$ cat src/rtl/io_output_hs.sv
// io_output_hs: memory-mapped output unit for the pipelined CPU.
// CPU stores load two 32-bit output port registers. Each port hands its data
// to an external consumer with a valid/ack handshake. A status register
// reports pending data, dropped writes (sticky overflow) and 8-bit transfer
// counts, and is cleared by writing ones to its clear bits.
module io_output_hs #(
    parameter logic [5:0] PORT0_SEL = 6'b100000,
    parameter logic [5:0] PORT1_SEL = 6'b100001,
    parameter logic [5:0] STAT_SEL  = 6'b100010
) (
    input  logic        io_clk,
    input  logic        resetn,
    input  logic [31:0] addr,
    input  logic [31:0] datain,
    input  logic        write_io_enable,
    output logic [31:0] out_port0,
    output logic [31:0] out_port1,
    output logic        out_valid0,
    output logic        out_valid1,
    input  logic        out_ack0,
    input  logic        out_ack1,
    output logic [31:0] io_read_data
);

    // Status clear bits inside a status-register store.
    localparam int CLR_OVF0_BIT = 2;
    localparam int CLR_OVF1_BIT = 3;
    localparam int CLR_CNT_BIT  = 4;

    // Architectural state.
    logic [31:0] port0_q, port0_d;
    logic [31:0] port1_q, port1_d;
    logic        valid0_q, valid0_d;
    logic        valid1_q, valid1_d;
    logic        ovf0_q, ovf0_d;
    logic        ovf1_q, ovf1_d;
    logic [7:0]  cnt0_q, cnt0_d;
    logic [7:0]  cnt1_q, cnt1_d;

    // Decoded strobes.
    logic [5:0]  word_sel;
    logic        wr_port0;
    logic        wr_port1;
    logic        wr_stat;
    logic        xfer0;
    logic        xfer1;
    logic        accept0;
    logic        accept1;

    // Pack the status word from the current register state.
    function automatic logic [31:0] build_status(
        input logic       v0,
        input logic       v1,
        input logic       o0,
        input logic       o1,
        input logic [7:0] c0,
        input logic [7:0] c1
    );
        build_status = {8'h00, c1, c0, 4'h0, o1, o0, v1, v0};
    endfunction

    // Address decode and handshake events for this cycle.
    always_comb begin
        word_sel = addr[7:2];
        wr_port0 = write_io_enable && (word_sel == PORT0_SEL);
        wr_port1 = write_io_enable && (word_sel == PORT1_SEL);
        wr_stat  = write_io_enable && (word_sel == STAT_SEL);
        // A transfer needs data actually pending; an ack on an empty port is ignored.
        xfer0    = valid0_q && out_ack0;
        xfer1    = valid1_q && out_ack1;
        // A store is taken when the port is empty or is being drained this cycle.
        accept0  = wr_port0 && (!valid0_q || out_ack0);
        accept1  = wr_port1 && (!valid1_q || out_ack1);
    end

    // Port 0 next state: refill, drain, or flag a dropped store.
    always_comb begin
        port0_d  = port0_q;
        valid0_d = valid0_q;
        ovf0_d   = ovf0_q;
        if (accept0) begin
            port0_d  = datain;
            valid0_d = 1'b1;
        end else if (xfer0) begin
            valid0_d = 1'b0;
        end
        if (wr_port0 && !accept0) begin
            ovf0_d = 1'b1;
        end
        if (wr_stat && datain[CLR_OVF0_BIT]) begin
            ovf0_d = 1'b0;
        end
    end

    // Port 1 next state: refill, drain, or flag a dropped store.
    always_comb begin
        port1_d  = port1_q;
        valid1_d = valid1_q;
        ovf1_d   = ovf1_q;
        if (accept1) begin
            port1_d  = datain;
            valid1_d = 1'b1;
        end else if (xfer1) begin
            valid1_d = 1'b0;
        end
        if (wr_port1 && !accept1) begin
            ovf1_d = 1'b1;
        end
        if (wr_stat && datain[CLR_OVF1_BIT]) begin
            ovf1_d = 1'b0;
        end
    end

    // Transfer counters; a counter clear overrides a same-cycle increment.
    always_comb begin
        cnt0_d = cnt0_q + {7'd0, xfer0};
        cnt1_d = cnt1_q + {7'd0, xfer1};
        if (wr_stat && datain[CLR_CNT_BIT]) begin
            cnt0_d = 8'h00;
            cnt1_d = 8'h00;
        end
    end

    // State registers; reset takes priority over any store or ack.
    always_ff @(posedge io_clk) begin
        if (!resetn) begin
            port0_q  <= 32'h0;
            port1_q  <= 32'h0;
            valid0_q <= 1'b0;
            valid1_q <= 1'b0;
            ovf0_q   <= 1'b0;
            ovf1_q   <= 1'b0;
            cnt0_q   <= 8'h00;
            cnt1_q   <= 8'h00;
        end else begin
            port0_q  <= port0_d;
            port1_q  <= port1_d;
            valid0_q <= valid0_d;
            valid1_q <= valid1_d;
            ovf0_q   <= ovf0_d;
            ovf1_q   <= ovf1_d;
            cnt0_q   <= cnt0_d;
            cnt1_q   <= cnt1_d;
        end
    end

    // Registered outputs; no path from the ack inputs reaches these.
    always_comb begin
        out_port0  = port0_q;
        out_port1  = port1_q;
        out_valid0 = valid0_q;
        out_valid1 = valid1_q;
    end

    // CPU load readback from the pre-edge register state.
    always_comb begin
        io_read_data = 32'h0;
        if (word_sel == PORT0_SEL) begin
            io_read_data = port0_q;
        end else if (word_sel == PORT1_SEL) begin
            io_read_data = port1_q;
        end else if (word_sel == STAT_SEL) begin
            io_read_data = build_status(valid0_q, valid1_q, ovf0_q, ovf1_q, cnt0_q, cnt1_q);
        end
    end

endmodule

$ cat config.mk
export PLATFORM = sky130hd
export DESIGN_NAME = io_output_hs
export DESIGN_NICKNAME = d
export VERILOG_FILES = /design/src/rtl/io_output_hs.sv
export SDC_FILE = /design/constraint.sdc
export NUM_CORES = 1
export LEC_CHECK = 0
export BUFFER_PORTS_ARGS = -buffer_cell sky130_fd_sc_hd__buf_2
export CORE_MARGIN = 1.5
export CORE_UTILIZATION = 30
export CTS_CLUSTER_SIZE = 20
export DETAILED_ROUTE_END_ITERATION = 16
export GPL_TIMING_DRIVEN = 0
export SLEW_MARGIN = 20
export SYNTH_ARGS = -nofsm -noshare
export SYNTH_HDL_FRONTEND = slang
export SYNTH_SLANG_ARGS = --single-unit
$ cat constraint.sdc
create_clock -name io_clk -period 3 [get_ports io_clk]
set_input_delay 0.6 -clock io_clk [delete_from_list [all_inputs] [get_ports io_clk]]
set_output_delay 0.6 -clock io_clk [all_outputs]
set_load 0.02 [all_outputs]
Word-level counts from Yosys, hierarchy flattened:

Index checks and enable logic that the tools add are counted.
Widths: inputs -> output; s select.

* add/sub/neg operators: 2
* eq/ne operators: 3
* multiplexer cells: 7
* bitwise logic cells: 1
* reduce and logical (&&, ||, !) cells: 23

Operators with widths (count)
* $mux 32: 2
* $mux 24: 1
* $eq 6x6->1 const B: 3
* $add 8x1->8: 2
* $logic_and 1x1->1: 12
* $reduce_or 2->1: 3
* $logic_not 1->1: 4
* $mux 1: 4
* $reduce_bool 2->1: 2
* $logic_or 1x1->1: 2
* $not 1->1: 1

* bits in registers: 84

Depth between registers and ports, before layout:

Gate-level depths: netlist of run 1.

* word-level depth: 5
* depth in mapped cells: 6
* depth with buffers taken out: 6

Least setup slack after synthesis of run 1:

Ideal clock, no wire load.

* kind: input to output
* start point: input addr[6]
* end point: output io_read_data[14]
* arrival: 1.934 ns
* data required time: 2.400 ns
* slack: 0.466 ns
* stages: 5
* path buffers: 2
* cells stage by stage: or4b_1 > buf_4 > nor2_4 > buf_2 > a221o_1

* cells in the longest elaborated chain, start to end: 4
* elaborated cells on any way between the ends: 6
* those cells by class: eq/ne: 3; mux: 3

RTL lines
* start: declaration: line 13 `input logic [31:0] addr,`
* $eq 6x6->1: line 162 `end else if (word_sel == STAT_SEL) begin`
* $mux 24: line 162
* $mux 32: line 160 `end else if (word_sel == PORT1_SEL) begin`
* $mux 32 (*): line 158 `if (word_sel == PORT0_SEL) begin`
* end: declaration: line 22 `output logic [31:0] io_read_data`

Every way passes the cells marked *; elsewhere a longest branch is shown, timed or not.

Worst setup path in the final report of run 1:

* start point: input addr[6]
* end point: output io_read_data[25]

* cells in the longest elaborated chain, start to end: 3
* elaborated cells on any way between the ends: 4
* those cells by class: eq/ne: 2; mux: 2

RTL lines (line)
* $eq 6x6->1: 160
* $mux 32: 160
* $mux 32 (*): 158

Marked as above.

==> metrics.cfg, run 1 <==
[sta]
setup_viol = 0
hold_viol_final = 0
hold_slack_ps = 474
max_freq_mhz = 343
min_period_ps = 2920
post-route-worst-setup-slack_ps = 82.9
timing_worst_slew_pin_value_ps = 666
setup_skew_after_layout_ps = 7.50
max-slew-margin-rel = 0.556
drv_slew = 0
setup_repair_after_global_routing_missed_its_margin = no
final_min_period_over_clock_period = 0.972

[worst_setup_path]
cp_slowest_cell = sky130_fd_sc_hd__nor4b_2
critical-path-max-stage-delay_ps = 540
critical_path.startpoint_type = input port
path_max_fanout = 10
cpMostUsedCell = sky130_fd_sc_hd__buf_2
worst-endpoint-arrival_ps = 2320
ff2ff_setup_slack_ps = 1270
worstPathBufferInverterCount = 3
setup.worst_path.class = in -> out
critical_path.cell_chain = buf_2 > nor4b_2 > and2_2 > buf_2 > a22o_1 > buf_2
worstSetupEndpointType = primary output
critPathRequiredTime_ps = 2400
path_delay_family = simple AND/OR/NAND/NOR gates

[pwr]
p_per_area_mw_per_mm2 = 513
power.ir.vdd_worst_v = 0.000234
leakage_uw = 0.00276

[global_routing]
grt_overflow_total = 0
grt_busiest_layer = met2
grt_max_degree = 16
gr_util_met3 = 0.0643
grt_pass1_wl_um = 18700
grt_antenna_before_repair = 1
met1_usage = 0.226
use_met2 = 0.312
first_global_vias = 3605
grt_util_all_layers = 0.187

[yosys]
synth.area.top_cells = sky130_fd_sc_hd__dfxtp_1 (44%), sky130_fd_sc_hd__mux2i_1 (17%), sky130_fd_sc_hd__nand2_1 (9.8%)
synthesis.yosys.warnings = 0
ys_async_sr_fraction = 0
synth_seq_cells = 84
seq_area_frac_synth = 0.445
yosys.area.top_type_share = 0.445
postSynthNetCount = 484
synth_cell_type_count = 32
syn-cell-area_mm2 = 0.00378
number_of_enable_flip_flop_cells_after_synthesis = 0
post-synth-top-area-cell = sky130_fd_sc_hd__dfxtp_1
synthesis.area_per_instance_um2 = 9.20
yosys_most_used_dff = sky130_fd_sc_hd__dfxtp_1
syn_inst = 411

[routing]
number_of_design_rule_violations_left_by_the_first_detailed_router_iteration = 199
drc_errors = 0
route.detailed.wl_per_inst_um = 16.9
via_density_per_instance = 4.90
via_count = 3608
drt_first_pass_iters = 4
ant_nets = 0
routed_wl_um = 12400

[final_layout]
drive_gt1_frac = 0.312
final_common_cell = sky130_fd_sc_hd__buf_2
syn2layout_area_growth_pct = 34.8
layout.area.seq_mm2 = 0.00168
n_antenna_cell = 0
multi_input_area_mm2 = 0.00193
nFillCells = 1266
final_net_count = 636
post_layout_nonfiller_instances = 736
post-route-cell-area_mm2 = 0.00510
mostFrequentLayoutCells = sky130_fd_sc_hd__buf_2 (146), sky130_fd_sc_hd__nand2_1 (99), sky130_fd_sc_hd__dfxtp_1 (84), sky130_fd_sc_hd__mux2i_1 (64), sky130_fd_sc_hd__a221o_1 (20)

[floorplanning]
std_cell_rows = 40
dieArea_mm2 = 0.0133
floorplan.die.width_um = 115
core_region_area_mm2 = 0.0122
design.portCount = 167
start_util = 0.311
chipHeight_um = 115

[clocking]
clock-sinks = 84
cts_hold_repair.buffers = 0
clock_path_buffers = 2
register_clock_pin_slew_on_the_reported_worst_setup_and_hold_paths_ps = 70
cts_max_level = 3
numCtsBuffers = 9
clk-insertion-delay-late_ps = 340
buffer_cell_driving_the_clock_tree_root = sky130_fd_sc_hd__clkbuf_16
cts_tree = yes

[worst_hold_path]
hp-class = reg -> reg

[placed_design]
place.detailed.instances = 717
placedInstanceArea_mm2 = 0.00468
dp_slack_ps = -182
dpl.hpwl_um = 9070
gpl.final_weighted_congestion = 0.800
numPortBuffers = 138

[flow_run]
cap_violations = 0

[outcome]
status = finished, final reports clean

[synth_stat cells, drive strengths merged (6+ instances only)]
cell,number
a221o,20
inv,10
a22o,12
or3,6
xnor2,6
mux2i,64
o21ai,6
a21oi,8
buf,15
nand2,99
and3,16
nor2,12
dfxtp,84
clkbuf,15
nand3,9
[power by group]
| part | total, uW | switching (uW) | internal (uW) |
|---|---|---|---|
| combinational | 128 | 85.4 | 42.7 |
| clock | 1370 | 462 | 905 |
| sequential | 1120 | 2.90 | 1120 |
[layout make-up]
type | instances | share of cell area
multi-input cells | 287 | 0.378
flip-flops and latches | 84 | 0.330
repair buffers | 142 | 0.141
clock buffers | 9 | 0.0442
well taps | 168 | 0.0412
plain buffers | 29 | 0.0299
clock inverters | 7 | 0.0287
inverters | 10 | 0.00736
[per-layer routing]
layer / wire (um) / vias up
met5: 12 / -
met4: 130 / 2
met3: 778 / 13
met2: 5960 / 121
met1: 5530 / 1726
li1: - / 1746
[timing repair]
| item | in CTS | in global routing |
|---|---|---|
| pin swaps | 0 | 1 |
| endpoints found under the setup margin | 19 | 19 |
| gates resized for setup | 4 | 4 |
| setup buffers | 0 | 4 |
| gates cloned | 0 | 0 |
[stage by stage]
stage | utilization | total power, uW | TNS [ps]
2_1_floorplan | - | 1210 | 0
3_3_place_gp | 0.385 | 1270 | -2130
3_5_place_dp | 0.385 | 1270 | -2260
4_1_cts | 0.416 | 2650 | 0
5_1_grt | 0.419 | 2710 | 0
6_report | 0.419 | 2620 | 0
[worst paths after layout]
| check | startpoint | endpoint | cells after the start |
|---|---|---|---|
| min reg2reg | out_port1[0] | out_port1[0] | 2 |
| min | out_port1[0] | out_port1[0] | 2 |
| max reg2reg | out_valid1 | cnt1_q[6] | 6 |
| max | addr[6] | io_read_data[25] | 6 |
[kinds of logic (layout without fill, tap and decap cells)]
family | Yosys count | in the layout | synth area share
flip-flops | 84 | 84 | 0.445
XOR/XNOR | 6 | 6 | 0.0139
multiplexers | 64 | 64 | 0.169
AND/OR/NAND/NOR | 162 | 162 | 0.199
adder cells (fa/ha/maj) | 4 | 4 | 0.0132
AO/OA/AOI/OAI | 51 | 51 | 0.113
buffers and inverters | 40 | 197 | 0.0466
[worst reg2reg max path: stages, from the launching register on]
cell,delay [ps]
sky130_fd_sc_hd__dfxtp_1,380
sky130_fd_sc_hd__and2_1,200
sky130_fd_sc_hd__ha_1,210
sky130_fd_sc_hd__ha_1,200
sky130_fd_sc_hd__nand3_1,160
sky130_fd_sc_hd__or3_1,380
sky130_fd_sc_hd__a21oi_1,140
[sequential cells by signal, indices dropped and copies added, names as in the netlist]
register	flops
ovf1_q	1
ovf0_q	1
out_valid0	1
out_port0	32
cnt0_q	8
out_valid1	1
out_port1	32
cnt1_q	8
Power figures use the tool's default switching activity.
==> run 2: changes to the inputs <==
CORE_UTILIZATION = 31   (was 30)
==> metrics.cfg, run 2 (synthesized netlist as in run 1, its figures left out) <==
[outcome]
status = finished, final reports clean

[worst_setup_path]
cp_slowest_cell = sky130_fd_sc_hd__or4b_1
path_max_fanout = 10  ; unchanged
critical_path.startpoint_type = input port
critical-path-max-stage-delay_ps = 530  ; about the same
worstSetupEndpointType = primary output
path_delay_family = simple AND/OR/NAND/NOR gates
rr_startpoint = out_valid1
worstPathBufferInverterCount = 4  ; +1
critical_path.cell_chain = buf_2 > or4b_1 > buf_4 > nor3_4 > buf_4 > a221o_1 > buf_2
r2r-end = cnt1_q[6]
setup.worst_path.class = in -> out
critPathRequiredTime_ps = 2400  ; about the same
worst-r2r-cell-count = 6  ; unchanged
ff2ff_setup_slack_ps = 1340  ; +70 ps
worst-endpoint-arrival_ps = 2290  ; -30 ps

[sta]
setup_skew_after_layout_ps = 5.35  ; -2.15 ps
final_min_period_over_clock_period = 0.965  ; -0.00754
post-route-worst-setup-slack_ps = 106  ; +22.6 ps
max_freq_mhz = 345  ; +0.78%
max-slew-margin-rel = 0.547  ; -0.00920
setup_repair_after_global_routing_missed_its_margin = no
timing_worst_slew_pin_value_ps = 680  ; +13.8 ps
hold_viol_final = 0  ; unchanged
drv_slew = 0  ; unchanged
min_period_ps = 2890  ; -22.6 ps
setup_viol = 0  ; unchanged

[pwr]
p_per_area_mw_per_mm2 = 474  ; -7.6%
leakage_uw = 0.00272  ; -1.4%
report.power.total_uw = 2360  ; -9.7%
power.ir.vdd_worst_v = 0.000216  ; -7.6%

[final_layout]
finalCoreUtilization = 0.417  ; -0.00240
post_layout_nonfiller_instances = 712  ; -3.3%
final_common_cell = sky130_fd_sc_hd__buf_2
post-route-cell-area_mm2 = 0.00499  ; -2.2%
nFillCells = 1235  ; -2.4%
drive_gt1_frac = 0.306  ; -0.00543
n_antenna_cell = 0  ; unchanged
syn2layout_area_growth_pct = 31.9
final_net_count = 635  ; -0.16%
mostFrequentLayoutCells = sky130_fd_sc_hd__buf_2 (146), sky130_fd_sc_hd__nand2_1 (99), sky130_fd_sc_hd__dfxtp_1 (84), sky130_fd_sc_hd__mux2i_1 (64), sky130_fd_sc_hd__a221o_1 (20)

[placed_design]
numPortBuffers = 138  ; unchanged
place.detailed.instances = 696  ; -2.9%
gpl.final_weighted_congestion = 0.787  ; -1.6%
dp_slack_ps = -229  ; -47.0 ps
dpl.hpwl_um = 8930  ; -1.5%
placedInstanceArea_mm2 = 0.00466  ; -0.56%

[global_routing]
grt_pass1_wl_um = 18900  ; +1.0%
grt_antenna_before_repair = 0  ; -1
grt_util_all_layers = 0.190  ; +0.00334
grt_max_degree = 13  ; -3
grt_overflow_total = 0  ; unchanged
first_global_vias = 3527  ; -2.2%

[flow_run]
cap_violations = 0  ; unchanged

[floorplanning]
design.portCount = 167  ; unchanged
core_region_area_mm2 = 0.0120  ; -1.6%
dieArea_mm2 = 0.0129  ; -3.1%
std_cell_rows = 40  ; unchanged
floorplan.die.width_um = 113  ; -1.6%
chipHeight_um = 113  ; -1.6%
start_util = 0.316  ; +0.00521

[clocking]
clock-sinks = 84  ; unchanged
cts_max_level = 3  ; unchanged
clock_path_buffers = 2  ; unchanged
numCtsBuffers = 9  ; unchanged
cts_tree = yes
register_clock_pin_slew_on_the_reported_worst_setup_and_hold_paths_ps = 50  ; -20 ps
clk-insertion-delay-late_ps = 330  ; about the same
cts_hold_repair.buffers = 0  ; unchanged
buffer_cell_driving_the_clock_tree_root = sky130_fd_sc_hd__clkbuf_16

[routing]
route.detailed.wl_per_inst_um = 17.1  ; +1.4%
drc_errors = 0  ; unchanged
via_count = 3595  ; -0.36%
number_of_design_rule_violations_left_by_the_first_detailed_router_iteration = 203  ; +2.0%
routed_wl_um = 12200  ; -1.9%
drt_first_pass_iters = 4  ; unchanged
via_density_per_instance = 5.05  ; +3.0%
ant_nets = 0  ; unchanged

[worst_hold_path]
hp-class = reg -> reg
whs_path_depth = 2  ; unchanged
min-delay-start = out_port1[3]
worst_case_hold_path_end_point = out_port1[3]

-- run 2: report_power, final --
group | switching, uW | total [uW] | internal (uW)
Clock | 433 | 1110 | 680
Sequential | 2.93 | 1120 | 1120
Combinational | 85.0 | 128 | 43.1
Total | 521 | 2360 | 1840
-- run 2: per-layer routing --
metal / routed length, um / share of wire / up-vias / track usage
li1: - / - / 1744 / -
met5: 0 / 0 / - / 0
met2: 5750 / 0.47 / 145 / 0.316
met4: 203 / 0.017 / 0 / 0.0683
met1: 5340 / 0.44 / 1693 / 0.234
met3: 892 / 0.073 / 13 / 0.0547
-- run 2: stage by stage --
step	hold slack [ps]	TNS, ps
5_1_grt	496	0
3_5_place_dp	470	-2360
3_3_place_gp	458	-2170
4_1_cts	478	0
6_report	472	0
2_1_floorplan	458	0
-- run 2: cell type report --
type | instances | area (um^2) | share of cell area
clock inverters | 2 | 35.0 | 0.00702
flip-flops and latches | 84 | 1680 | 0.337
multi-input cells | 287 | 1930 | 0.388
clock buffers | 12 | 256 | 0.0514
repair buffers | 141 | 713 | 0.143
inverters | 10 | 37.5 | 0.00753
plain buffers | 29 | 145 | 0.0291
well taps | 147 | 184 | 0.0369
-- run 2: timing repair --
action	CTS	global route
buffers inserted	0	3
resized for setup	2	6
endpoints found under the setup margin	18	25
-- run 2: worst min-delay path: stages, from the launching register on --
cell and delay, ps:
sky130_fd_sc_hd__dfxtp_1 310, sky130_fd_sc_hd__nand2_1 50, sky130_fd_sc_hd__mux2i_1 50
-- run 2: worst max path at each step --
stage / from / endpoint / slack [ps] / depth (start not counted)
detailed placement: addr[6] / io_read_data[25] / -230 / 7
floorplan: addr[6] / io_read_data[14] / 470 / 5
finish: addr[6] / io_read_data[23] / 110 / 7
CTS: addr[6] / io_read_data[23] / 1 / 7
global placement: addr[6] / io_read_data[5] / -200 / 7
global route: addr[6] / io_read_data[11] / 20 / 7
